`src/rtl/vector_output_drain.sv`:
```
// vector_output_drain
//
// Buffers whole vector results from the CPU output port in a small FIFO.
// Each buffered vector is then sent to a narrow sink one lane at a time
// over a valid/ready stream. A slow sink therefore never stalls the CPU.
// If the FIFO cannot take a vector, that vector is dropped and a sticky
// overflow flag is raised.
//
// Ports:
//   clock      rising-edge clock shared with the CPU
//   reset      synchronous, active-low reset (0 = reset)
//   outFlag    CPU output strobe; out is valid this cycle
//   out        CPU output vector; lane i = out[i*DATA_WIDTH +: DATA_WIDTH]
//   laneData   lane currently presented to the sink
//   laneIndex  index of the lane on laneData
//   laneValid  laneData/laneIndex valid
//   laneReady  sink accepts the presented lane
//   lastLane   presented lane is the final lane of its vector
//   fifoCount  number of whole vectors buffered, 0..FIFO_DEPTH
//   overflow   sticky: at least one vector was dropped since reset
//   busy       FIFO not empty or a vector is still being sent
module vector_output_drain #(
    parameter int DATA_WIDTH  = 16,
    parameter int VECTOR_SIZE = 6,
    parameter int FIFO_DEPTH  = 4,
    parameter int PTR_WIDTH   = 2
) (
    input  logic                              clock,
    input  logic                              reset,
    input  logic                              outFlag,
    input  logic [DATA_WIDTH*VECTOR_SIZE-1:0] out,
    output logic [DATA_WIDTH-1:0]             laneData,
    output logic [2:0]                        laneIndex,
    output logic                              laneValid,
    input  logic                              laneReady,
    output logic                              lastLane,
    output logic [PTR_WIDTH:0]                fifoCount,
    output logic                              overflow,
    output logic                              busy
);

    localparam int VEC_W = DATA_WIDTH * VECTOR_SIZE;
    localparam logic [2:0]         LAST_IDX = 3'(VECTOR_SIZE - 1);
    localparam logic [PTR_WIDTH:0] DEPTH_C  = (PTR_WIDTH + 1)'(FIFO_DEPTH);

    typedef enum logic {
        IDLE = 1'b0,
        SEND = 1'b1
    } state_t;

    // Vector storage. It has no reset: the pointers and the count define
    // which entries are meaningful.
    logic [VEC_W-1:0]     mem_q [FIFO_DEPTH];

    state_t               state_q;
    logic [PTR_WIDTH-1:0] wr_ptr_q;
    logic [PTR_WIDTH-1:0] rd_ptr_q;
    logic [PTR_WIDTH:0]   count_q;
    logic [PTR_WIDTH:0]   count_d;
    logic [VEC_W-1:0]     holding_q;
    logic [DATA_WIDTH-1:0] lane_data_q;
    logic [2:0]           lane_index_q;
    logic                 lane_valid_q;
    logic                 last_lane_q;
    logic                 overflow_q;

    logic                 pop;
    logic                 push;
    logic                 drop;
    logic [VEC_W-1:0]     head;
    logic [2:0]           next_index;

    // Lane views of the FIFO head and of the holding register.
    logic [DATA_WIDTH-1:0] head_lane [VECTOR_SIZE];
    logic [DATA_WIDTH-1:0] hold_lane [VECTOR_SIZE];

    assign head = mem_q[rd_ptr_q];

    generate
        for (genvar gi = 0; gi < VECTOR_SIZE; gi++) begin : g_lanes
            assign head_lane[gi] = head[gi*DATA_WIDTH +: DATA_WIDTH];
            assign hold_lane[gi] = holding_q[gi*DATA_WIDTH +: DATA_WIDTH];
        end
    endgenerate

    // A pop happens only from IDLE, and it uses the count from before this
    // edge. A vector pushed into an empty FIFO is therefore never popped on
    // the same edge. A pop frees a slot, so a full FIFO can still accept a
    // push on the edge where it pops.
    assign pop        = (state_q == IDLE) && (count_q != '0);
    assign push       = outFlag && ((count_q != DEPTH_C) || pop);
    assign drop       = outFlag && !push;
    assign next_index = lane_index_q + 3'd1;

    always_comb begin
        count_d = count_q;
        case ({push, pop})
            2'b10:   count_d = count_q + 1'b1;
            2'b01:   count_d = count_q - 1'b1;
            default: count_d = count_q;
        endcase
    end

    always_ff @(posedge clock) begin
        if (reset && push) begin
            mem_q[wr_ptr_q] <= out;
        end
    end

    always_ff @(posedge clock) begin
        if (!reset) begin
            state_q      <= IDLE;
            wr_ptr_q     <= '0;
            rd_ptr_q     <= '0;
            count_q      <= '0;
            holding_q    <= '0;
            lane_data_q  <= '0;
            lane_index_q <= '0;
            lane_valid_q <= 1'b0;
            last_lane_q  <= 1'b0;
            overflow_q   <= 1'b0;
        end else begin
            // Pointers wrap naturally because FIFO_DEPTH is a power of 2.
            if (push) begin
                wr_ptr_q <= wr_ptr_q + 1'b1;
            end
            count_q <= count_d;
            if (drop) begin
                overflow_q <= 1'b1;
            end

            case (state_q)
                IDLE: begin
                    if (pop) begin
                        holding_q    <= head;
                        rd_ptr_q     <= rd_ptr_q + 1'b1;
                        lane_index_q <= '0;
                        lane_data_q  <= head_lane[0];
                        lane_valid_q <= 1'b1;
                        last_lane_q  <= (VECTOR_SIZE == 1);
                        state_q      <= SEND;
                    end
                end
                SEND: begin
                    // The holding register is not written in SEND. With
                    // laneReady low, every lane output keeps its value.
                    if (lane_valid_q && laneReady) begin
                        if (last_lane_q) begin
                            lane_valid_q <= 1'b0;
                            last_lane_q  <= 1'b0;
                            state_q      <= IDLE;
                        end else begin
                            lane_index_q <= next_index;
                            lane_data_q  <= hold_lane[next_index];
                            last_lane_q  <= (next_index == LAST_IDX);
                        end
                    end
                end
                default: state_q <= IDLE;
            endcase
        end
    end

    assign laneData  = lane_data_q;
    assign laneIndex = lane_index_q;
    assign laneValid = lane_valid_q;
    assign lastLane  = last_lane_q;
    assign fifoCount = count_q;
    assign overflow  = overflow_q;
    assign busy      = (count_q != '0) || (state_q != IDLE);

endmodule

```
`config.mk`:
```
export PLATFORM = sky130hd
export DESIGN_NAME = vector_output_drain
export DESIGN_NICKNAME = d
export VERILOG_FILES = /design/src/rtl/vector_output_drain.sv
export SDC_FILE = /design/constraint.sdc
export NUM_CORES = 1
export LEC_CHECK = 0
export BUFFER_PORTS_ARGS = -buffer_cell sky130_fd_sc_hd__buf_2
export CORE_MARGIN = 1
export CORE_UTILIZATION = 40
export CTS_BUF_LIST = sky130_fd_sc_hd__clkbuf_16
export DETAILED_ROUTE_END_ITERATION = 10
export GPL_ROUTABILITY_DRIVEN = 0
export PLACE_DENSITY = 0.65
export SLEW_MARGIN = 15
export SYNTH_ARGS = -nofsm -noshare
export SYNTH_HDL_FRONTEND = slang
export SYNTH_SLANG_ARGS = --single-unit
```
`constraint.sdc`:
```
create_clock -name clock -period 5.18 [get_ports clock]
set_input_delay 0.777 -clock clock [delete_from_list [all_inputs] [get_ports clock]]
set_output_delay 0.777 -clock clock [all_outputs]
set_load 0.01 [all_outputs]
```
==> flow_summary.json, run 1 <==
{
  "die_x_um": 222.8,
  "synth.lib_cells_used.distinct": 50,
  "final.period_utilization_pct": 61.70,
  "start_util_pct": 40.68,
  "core-area_um2": 47950,
  "top_area_cell_type_share_of_the_netlist_area_pct": 59.13,
  "period_needed_ns": 3.196,
  "cts.sink_count": 512,
  "cts.root.buffer_cell": "sky130_fd_sc_hd__clkbuf_16",
  "hp-class": "input pin to flop",
  "finalSetupViolations": 0,
  "detail_route.wirelength_mm": 43.18,
  "die_h_um": 222.8,
  "post-synth-top-area-cell": "sky130_fd_sc_hd__edfxtp_1",
  "stdcell_count": 1952,
  "boundaryPins": 126,
  "run_status": "finished clean",
  "type_of_the_setup_path_with_the_least_slack": "flop to flop",
  "worst_path_largest_cell_delay_ns": 0.99,
  "synthesized_netlist_cell_count": 1181,
  "fin_setup_tns_ns": 0,
  "flow.area_growth_from_synthesis_pct": 13.65,
  "preCtsSetupSlack_ns": 2.010,
  "grt_first_pass_wirelength_mm": 65.07,
  "clock.fmax_ghz": 0.3129,
  "first_global_vias": 10590,
  "detailed_place_hpwl_mm": 27.60,
  "total_power_density_per_cell_area_nw_per_um2": 510.5,
  "setup.worst_path.start_class": "flop",
  "setup_ws_ns": 1.984,
  "timing.slew.headroom_pct": 21.25,
  "clock_tree.htree_level_count": 2,
  "grt_antenna_before_repair": 2,
  "worstPathCellList": "inv_1, ha_1, buf_4, mux4_2, o221ai_1, o21ai_1",
  "nFillCells": 4125,
  "grt_max_degree": 100,
  "synth.cells.most_frequent": "sky130_fd_sc_hd__edfxtp_1 (384), sky130_fd_sc_hd__nand2_1 (188), sky130_fd_sc_hd__dfxtp_1 (128)",
  "finalHoldViolations": 0,
  "synth_top_cells_by_area": "sky130_fd_sc_hd__edfxtp_1 (59%), sky130_fd_sc_hd__dfxtp_1 (13%), sky130_fd_sc_hd__mux4_2 (12%), sky130_fd_sc_hd__nand2_1 (3.6%), sky130_fd_sc_hd__a21oi_1 (2.6%)",
  "p_leak_nw": 7.303,
  "post-cts-setup-buffer-count": 0,
  "synthArstFlopShare_pct": 0,
  "wl_per_cell_um": 22.12,
  "ctsResizeCount": 0,
  "drt_first_pass_iters": 5,
  "register_area_um2": 14100,
  "global_route_overflow": 0,
  "remaining_drc_errors": 0,
  "placed_cells_incl_taps": 1860,
  "synth_edf_count": 384,
  "final_nets": 1404,
  "critPathSlowestCell": "sky130_fd_sc_hd__dfxtp_2",
  "grtUsageTotal_pct": 17.48,
  "tightest_slew_ns": 1.181,
  "timing.clock.skew_ns": 0.01270,
  "vias_per_cell": 5.322,
  "worstPathArrival_ns": 3.64,
  "io_buffer_count": 125,
  "cap_viol_max_count": 0,
  "clk_transition_reported_paths_ns": 0.06,
  "drive_gt1_share_pct": 25.60,
  "mean_instance_size_in_the_synthesized_netlist_um2": 16.51,
  "holdBufCountCts": 0,
  "ant_nets": 0,
  "multi_input_area_um2": 4995,
  "synth_ff_type": "sky130_fd_sc_hd__edfxtp_1",
  "end_kind": "flop",
  "synth_warnings": 0,
  "reg2reg_setup_slack_ns": 1.98,
  "unrepaired_setup_endpoints_after_global_routing": "no",
  "mappedNetlistArea_um2": 19500,
  "tritoncts": "yes",
  "syn-num-nets": 1288,
  "post-synth-top-count-cell": "sky130_fd_sc_hd__edfxtp_1",
  "via_count": 10390,
  "numCtsBuffers": 50,
  "timing.critical_path.fanout_max": 37,
  "final-max-slew-violation-count": 0,
  "die_area_um2": 49640,
  "synth-seq-cells": 512,
  "maximum_clock_path_buffer_count": 3,
  "yosysSeqAreaShare_pct": 72.27,
  "max-vdd-ir-drop_mv": 0.3170,
  "clkLatencyLatePin_ns": 0.56,
  "placementRows": 80,
  "drt_iter0_drc": 797,
  "critPathRequiredTime_ns": 5.62
}
placed cells by master (no fill, tap or decap), types with 7 or more instances in the layout:
cell / Yosys / routed
sky130_fd_sc_hd__edfxtp_1: 384 / 384
sky130_fd_sc_hd__nand2_1: 188 / 188
sky130_fd_sc_hd__dfxtp_1: 128 / 125
sky130_fd_sc_hd__buf_2: 36 / 125
sky130_fd_sc_hd__mux4_2: 106 / 106
sky130_fd_sc_hd__a21oi_1: 103 / 103
sky130_fd_sc_hd__clkbuf_16: 0 / 53
sky130_fd_sc_hd__mux2i_1: 29 / 29
sky130_fd_sc_hd__inv_1: 7 / 25
sky130_fd_sc_hd__nor2_1: 24 / 24
sky130_fd_sc_hd__nand3_1: 21 / 21
sky130_fd_sc_hd__o21ai_0: 16 / 16
sky130_fd_sc_hd__nand2_2: 10 / 10
sky130_fd_sc_hd__a21oi_2: 10 / 10
sky130_fd_sc_hd__o221ai_1: 10 / 10
sky130_fd_sc_hd__clkinv_1: 0 / 9
sky130_fd_sc_hd__buf_4: 3 / 9
sky130_fd_sc_hd__nand2b_1: 8 / 8
sky130_fd_sc_hd__a22oi_1: 7 / 7
path summary, 6_finish.rpt:
path / startpoint / endpoint / depth (start not counted)
worst max-delay path: laneIndex[0]$_SDFFE_PN0P_ / laneData[10]$_SDFFE_PN0P_ / 6
worst min-delay path: out[73] / mem_q[1][73]$_DFFE_PP_ / 1
worst max register to register: laneIndex[0]$_SDFFE_PN0P_ / laneData[10]$_SDFFE_PN0P_ / 6
worst min register to register: holding_q[15]$_SDFFE_PN0P_ / holding_q[15]$_SDFFE_PN0P_ / 2
metrics by stage:
stage	utilization, %	hold WS [ns]	cell area [um^2]	power [mW]
final	46.23	0.4338	22170	11.32
after global routing	46.22	0.4134	22160	11.86
after CTS	46.22	0.4120	22160	11.43
after detailed placement	43.11	0.4431	20670	8.132
after global placement	43.11	0.4381	20670	8.083
after floorplan	-	0.4287	19500	7.277
kinds of logic after synthesis:
| logic type | Yosys count | synth area share [%] |
|---|---|---|
| DFF | 512 | 72.27 |
| adders and majority gates | 7 | 0.4876 |
| xor gates and xnor gates | 5 | 0.2246 |
| AOI/OAI and AO/OA | 164 | 4.882 |
| muxes | 135 | 13.73 |
| and+or+nand+nor | 276 | 6.159 |
| buffers and inverters | 82 | 2.252 |
sequential cells by signal, indices dropped and copies added, names as in the netlist, named ones only:
register	flops
mem_q	384
holding_q	96
laneData	16
fifoCount	3
laneIndex	3
rd_ptr_q	2
wr_ptr_q	2
laneValid	1
lastLane	1
overflow	1
state_q	1
cell type report:
class	count	area share, %
Timing Repair Buffer	138	3.489
Multi-Input combinational cell	587	22.53
Inverter	8	0.1411
Clock buffer	53	5.984
Clock inverter	38	0.7451
Antenna cell	1	0.01129
Sequential cell	512	63.62
Tap cell	615	3.472
where the power goes:
group	internal, mW	switching, mW	leakage [nW]
clock network	1.83	1.46	0.807
logic	1.05	1.57	1.96
registers	4.95	0.456	4.54
critical path, delay by kind of cell, from the launching register on:
family	cells	cell delay, ns
buffers and inverters	2	0.52
multiplexers	1	0.55
flip-flops	1	0.99
AO/OA/AOI/OAI	2	0.31
adder cells (fa/ha/maj)	1	0.69
routing by layer:
metal	global-route usage, %	vias up	wire (um)
met5	0	-	12
met4	4.427	2	811
met3	3.451	55	2593
met2	28.46	288	21040
met1	24.09	5290	18720
li1	-	4754	-
Power figures use the tool's default switching activity.
==> inputs of run 2 (changes only) <==
--- a/config.mk
+++ b/config.mk
@@ -11,7 +11,7 @@
 export CTS_BUF_LIST = sky130_fd_sc_hd__clkbuf_16
 export DETAILED_ROUTE_END_ITERATION = 10
 export GPL_ROUTABILITY_DRIVEN = 0
-export PLACE_DENSITY = 0.65
+export PLACE_DENSITY = 0.67
 export SLEW_MARGIN = 15
 export SYNTH_ARGS = -nofsm -noshare
 export SYNTH_HDL_FRONTEND = slang
==> constraint.sdc (replaced) <==
create_clock -name clock -period 2.6 [get_ports clock]
set_input_delay 0.39 -clock clock [delete_from_list [all_inputs] [get_ports clock]]
set_output_delay 0.39 -clock clock [all_outputs]
set_load 0.01 [all_outputs]
==> flow_summary.json, run 2 (synthesis gave the netlist of run 1 again) <==
{
  "final.period_utilization_pct": 85.47,
  "timing.critical_path.fanout_max": 14,
  "ant_nets": 0,
  "detailed_place_hpwl_mm": 28.89,
  "boundaryPins": 126,
  "clkLatencyLatePin_ns": 0.59,
  "total_power_density_per_cell_area_nw_per_um2": 1044,
  "unrepaired_setup_endpoints_after_global_routing": "no",
  "critPathRequiredTime_ns": 2.21,
  "numCtsBuffers": 53,
  "largest_register": "mem_q",
  "end_kind": "output port",
  "cpLargestDelayFamily": "flip-flops",
  "drt_first_pass_iters": 5,
  "critical_path.n_buffers_inverters": 2,
  "p_leak_nw": 7.723,
  "tightest_slew_ns": 0.5869,
  "finalHoldViolations": 0,
  "timing.clock.skew_ns": 0.01303,
  "grt_first_pass_wirelength_mm": 67.46,
  "period_needed_ns": 2.222,
  "regToRegStartpoint": "fifoCount[1]$_SDFFE_PN0P_",
  "final_nets": 1463,
  "clock.fmax_ghz": 0.4500,
  "global_route_overflow": 0,
  "detail_route.wirelength_mm": 44.46,
  "worstPathArrival_ns": 1.83,
  "largest_register_ffs": 384,
  "setup.worst_path.start_class": "flop",
  "grt_max_degree": 70,
  "wl_per_cell_um": 22.06,
  "cts.sink_count": 512,
  "io_buffer_count": 125,
  "critPathSlowestCell": "sky130_fd_sc_hd__dfxtp_1",
  "hp-class": "input pin to flop",
  "ctsResizeCount": 0,
  "start_util_pct": 40.68,
  "highest_count_cells_in_the_layout_ignoring_fill_and_taps": "sky130_fd_sc_hd__edfxtp_1 (384), sky130_fd_sc_hd__nand2_1 (188), sky130_fd_sc_hd__dfxtp_1 (125), sky130_fd_sc_hd__buf_2 (125), sky130_fd_sc_hd__mux4_2 (106)",
  "finalSetupViolations": 0,
  "nFillCells": 4050,
  "drive_gt1_share_pct": 27.00,
  "die_area_um2": 49640,
  "fin_setup_tns_ns": 0,
  "tritoncts": "yes",
  "placementRows": 80,
  "p_total_mw": 24.13,
  "fin_util_pct": 48.20,
  "core-area_um2": 47950,
  "max-vdd-ir-drop_mv": 0.6903,
  "grtUsageTotal_pct": 18.17,
  "via_count": 10730,
  "die_h_um": 222.8,
  "crit_path_start": "state_q$_SDFF_PN0_",
  "final-max-slew-violation-count": 0,
  "run_status": "finished clean",
  "maximum_clock_path_buffer_count": 3,
  "diodes": 0,
  "timing.slew.headroom_pct": 60.83,
  "die_x_um": 222.8,
  "cts.root.buffer_cell": "sky130_fd_sc_hd__clkbuf_16",
  "flow.area_growth_from_synthesis_pct": 18.51,
  "mostFrequentLayoutCell": "sky130_fd_sc_hd__edfxtp_1",
  "first_global_vias": 10980,
  "worstPathCellList": "inv_1, nand2_1, buf_2",
  "grt_antenna_before_repair": 1,
  "cap_viol_max_count": 0,
  "hold_depth": 1,
  "type_of_the_setup_path_with_the_least_slack": "flop to output port",
  "cp_num_cells": 3,
  "worst_path_largest_cell_delay_ns": 0.53,
  "drt_iter0_drc": 831,
  "remaining_drc_errors": 0,
  "vias_per_cell": 5.323,
  "clk_transition_reported_paths_ns": 0.06,
  "clock_tree.htree_level_count": 2,
  "hold_path_startpoint": "out[44]",
  "r2r.worst_path.cells": 4
}
[run 2: changes by cell type in the layout (fill, tap and decap cells not counted), moves of 3 or more]
cell,before,now
sky130_fd_sc_hd__bufinv_16,0,8
sky130_fd_sc_hd__buf_4,9,18
sky130_fd_sc_hd__inv_1,25,19
sky130_fd_sc_hd__clkinv_1,9,6
sky130_fd_sc_hd__clkbuf_16,53,56
sky130_fd_sc_hd__buf_12,4,14
sky130_fd_sc_hd__dlygate4sd3_1,0,37
sky130_fd_sc_hd__clkinv_2,6,11
[run 2: worst paths after layout]
check,end,slack (ns)
hold reg to reg,holding_q[2]$_SDFFE_PN0P_,0.45
setup / recovery,busy,0.38
hold / removal,mem_q[3][44]$_DFFE_PP_,0.03
setup reg to reg,mem_q[0][65]$_DFFE_PP_,0.39
[run 2: layout make-up]
cell class | instances | area [um^2] | area share, %
clock buffer | 56 | 1401 | 6.063
timing repair buffer | 194 | 1411 | 6.107
sequential | 512 | 14100 | 61.02
clock inverter | 43 | 401.6 | 1.738
tap | 615 | 769.5 | 3.329
multi-input combinational | 587 | 4995 | 21.61
inverter | 8 | 31.28 | 0.1353
[run 2: timing repair]
item | 4_1_cts | 5_1_grt
hold endpoints to repair | 140 | 0
setup buffers | 0 | 0
hold buffers | 37 | 0
[run 2: metrics by stage]
stage	setup WS [ns]	hold WS [ns]	cells	cell area (um^2)
final	0.3778	0.02873	2015	23110
after global placement	0.4388	0.4415	1879	20940
after detailed placement	0.3979	0.4435	1879	20940
after global routing	0.2840	0.009440	2015	23110
after floorplan	0.001718	0.4287	1181	19510
after CTS	0.3872	0.001889	2015	23110
[run 2: worst register-to-register path: stages, from the launching register on]
cell	delay, ns
sky130_fd_sc_hd__dfxtp_1	0.45
sky130_fd_sc_hd__nand4bb_1	0.24
sky130_fd_sc_hd__and2_0	0.40
sky130_fd_sc_hd__and3_4	0.27
sky130_fd_sc_hd__buf_4	0.45
[run 2: metal layers]
| metal | global-route usage [%] | up-vias | wire length [um] |
|---|---|---|---|
| met5 | 0 | - | 13 |
| met4 | 5.161 | 2 | 998 |
| met3 | 4.628 | 62 | 2896 |
| met2 | 29.13 | 269 | 21410 |
| met1 | 24.50 | 5504 | 19140 |
| li1 | - | 4889 | - |
[run 2: where the power goes]
| part | internal, mW | switching [mW] | total (mW) |
|---|---|---|---|
| clock network | 4.67 | 3.09 | 7.77 |
| logic | 2.38 | 3.34 | 5.72 |
| registers | 9.85 | 0.787 | 10.6 |
| total | 16.9 | 7.22 | 24.1 |
==> inputs of run 3 (changes only) <==
--- a/config.mk
+++ b/config.mk
@@ -7,11 +7,11 @@
 export LEC_CHECK = 0
 export BUFFER_PORTS_ARGS = -buffer_cell sky130_fd_sc_hd__buf_2
 export CORE_MARGIN = 1
-export CORE_UTILIZATION = 40
+export CORE_UTILIZATION = 45
 export CTS_BUF_LIST = sky130_fd_sc_hd__clkbuf_16
 export DETAILED_ROUTE_END_ITERATION = 10
 export GPL_ROUTABILITY_DRIVEN = 0
-export PLACE_DENSITY = 0.67
+export PLACE_DENSITY = 0.76
 export SLEW_MARGIN = 15
 export SYNTH_ARGS = -nofsm -noshare
 export SYNTH_HDL_FRONTEND = slang
==> flow_summary.json, run 3 (synthesis gave the netlist of run 1 again) <==
{
  "r2r.worst_path.cells": 6,
  "io_buffer_count": 125,
  "p_leak_nw": 7.576,
  "die_area_um2": 44180,
  "timing.slew.headroom_pct": 60.89,
  "tritoncts": "yes",
  "critPathRequiredTime_ns": 2.21,
  "setup.worst_path.end": "busy",
  "detailed_place_hpwl_mm": 27.45,
  "p_total_mw": 23.32,
  "cts.root.buffer_cell": "sky130_fd_sc_hd__clkbuf_16",
  "ant_nets": 0,
  "via_count": 10750,
  "clock_tree.htree_level_count": 2,
  "die_x_um": 210.2,
  "wl_per_cell_um": 21.91,
  "diodes": 0,
  "type_of_the_setup_path_with_the_least_slack": "flop to output port",
  "globalRouteMet1Util_pct": 27.33,
  "vias_per_cell": 5.499,
  "detail_route.wirelength_mm": 42.83,
  "setup.worst_path.start_class": "flop",
  "period_needed_ns": 2.369,
  "core-area_um2": 42320,
  "critPathSlowestCell": "sky130_fd_sc_hd__inv_1",
  "unrepaired_setup_endpoints_after_global_routing": "no",
  "grtUsageTotal_pct": 19.77,
  "first_global_vias": 10890,
  "global_route.peak_usage_layer": "met2",
  "fin_setup_tns_ns": 0,
  "final-max-slew-violation-count": 0,
  "final_nets": 1443,
  "run_status": "finished clean",
  "end_kind": "output port",
  "mostFrequentLayoutCell": "sky130_fd_sc_hd__edfxtp_1",
  "regToRegStartpoint": "laneIndex[0]$_SDFFE_PN0P_",
  "numCtsBuffers": 50,
  "drive_gt1_share_pct": 26.56,
  "remaining_drc_errors": 0,
  "clock.fmax_ghz": 0.4221,
  "largest_register": "mem_q",
  "post-cts-setup-buffer-count": 0,
  "max-vdd-ir-drop_mv": 0.9325,
  "clk_transition_reported_paths_ns": 0.06,
  "placementRows": 75,
  "grt.met2_usage_pct": 31.01,
  "drt_iter0_drc": 1020,
  "flow.area_growth_from_synthesis_pct": 16.80,
  "ctsResizeCount": 0,
  "cap_viol_max_count": 0,
  "global_route_overflow": 0,
  "finalSetupViolations": 0,
  "drt_first_pass_iters": 8,
  "tightest_slew_ns": 0.5853,
  "die_h_um": 210.2,
  "worstPathCellList": "buf_4, inv_1, nand2_1, buf_2",
  "timing.critical_path.fanout_max": 24,
  "hp-class": "input pin to flop",
  "holdBufCountCts": 23,
  "maximum_clock_path_buffer_count": 3,
  "reg2reg_setup_slack_ns": 0.44,
  "crit_path_start": "state_q$_SDFF_PN0_",
  "worst_path_largest_cell_delay_ns": 0.42,
  "grt_max_degree": 98,
  "finalHoldViolations": 0,
  "highest_count_cells_in_the_layout_ignoring_fill_and_taps": "sky130_fd_sc_hd__edfxtp_1 (384), sky130_fd_sc_hd__nand2_1 (188), sky130_fd_sc_hd__dfxtp_1 (125), sky130_fd_sc_hd__buf_2 (125), sky130_fd_sc_hd__mux4_2 (106)",
  "grt_antenna_before_repair": 3,
  "grt_first_pass_wirelength_mm": 65.36,
  "cts.sink_count": 512,
  "largest_register_ffs": 384,
  "final.period_utilization_pct": 91.11,
  "start_util_pct": 46.08,
  "total_power_density_per_cell_area_nw_per_um2": 1024,
  "worstPathArrival_ns": 1.98,
  "gr-usage-met3_pct": 5.080,
  "timing.clock.skew_ns": 0.01907,
  "boundaryPins": 126,
  "clkLatencyLatePin_ns": 0.59,
  "crit-reg2reg-capture": "laneData[6]$_SDFFE_PN0P_",
  "nFillCells": 3324
}
-- run 3: cell count changes in the layout (fill, tap and decap cells not counted), sizes merged --
cell         previous run  this run
buf                   157       154
bufinv                  8         4
clkbuf                 56        54
clkinv                 18        21
dlygate4sd3            37        23
inv                    23        21
-- run 3: stage by stage --
step           instances  utilization (%)  worst slack [ns]  instance area, um^2  hold slack (ns)
5_1_grt             1955            53.82            0.1085                22780         0.004383
3_3_place_gp        1838            49.43            0.5529                20920           0.4361
2_1_floorplan       1181                -          0.001718                19510           0.4287
6_report            1955            53.82            0.2312                22780          0.02343
4_1_cts             1955            53.82            0.2275                22780        0.0005304
3_5_place_dp        1838            49.43            0.5065                20920           0.4475
-- run 3: worst min path at each step --
| stage | from | to | cells after the start |
|---|---|---|---|
| 2_1_floorplan | holding_q[0]$_SDFFE_PN0P_ | holding_q[0]$_SDFFE_PN0P_ | 2 |
| 3_3_place_gp | holding_q[5]$_SDFFE_PN0P_ | holding_q[5]$_SDFFE_PN0P_ | 2 |
| 3_5_place_dp | holding_q[14]$_SDFFE_PN0P_ | holding_q[14]$_SDFFE_PN0P_ | 2 |
| 4_1_cts | out[3] | mem_q[0][3]$_DFFE_PP_ | 1 |
| 5_1_grt | out[3] | mem_q[0][3]$_DFFE_PP_ | 1 |
| 6_report | out[3] | mem_q[0][3]$_DFFE_PP_ | 1 |
-- run 3: critical path, delay by kind of cell (launching register included) --
kind	cells	cell delay (ns)
and+or+nand+nor	1	0.21
buffers and inverters	3	0.85
DFF	1	0.33
-- run 3: layout make-up --
class / count / area, um^2 / area share (%)
clock inverters: 40 / 279.0 / 1.225
flip-flops and latches: 512 / 14100 / 61.91
repair buffers: 177 / 1299 / 5.701
multi-input cells: 587 / 4995 / 21.93
inverters: 8 / 31.28 / 0.1373
clock buffers: 54 / 1351 / 5.932
well taps: 577 / 721.9 / 3.169
-- run 3: metal layers --
layer | vias up | wire length [um]
met5 | - | 24
met4 | 4 | 1087
met3 | 85 | 3290
met2 | 380 | 20420
met1 | 5436 | 18010
li1 | 4846 | -
-- run 3: where the power goes --
group	total [mW]	internal, mW	switching [mW]
Sequential	10.6	9.85	0.772
Combinational	5.61	2.29	3.33
Clock	7.09	4.12	2.96
Total	23.3	16.3	7.06
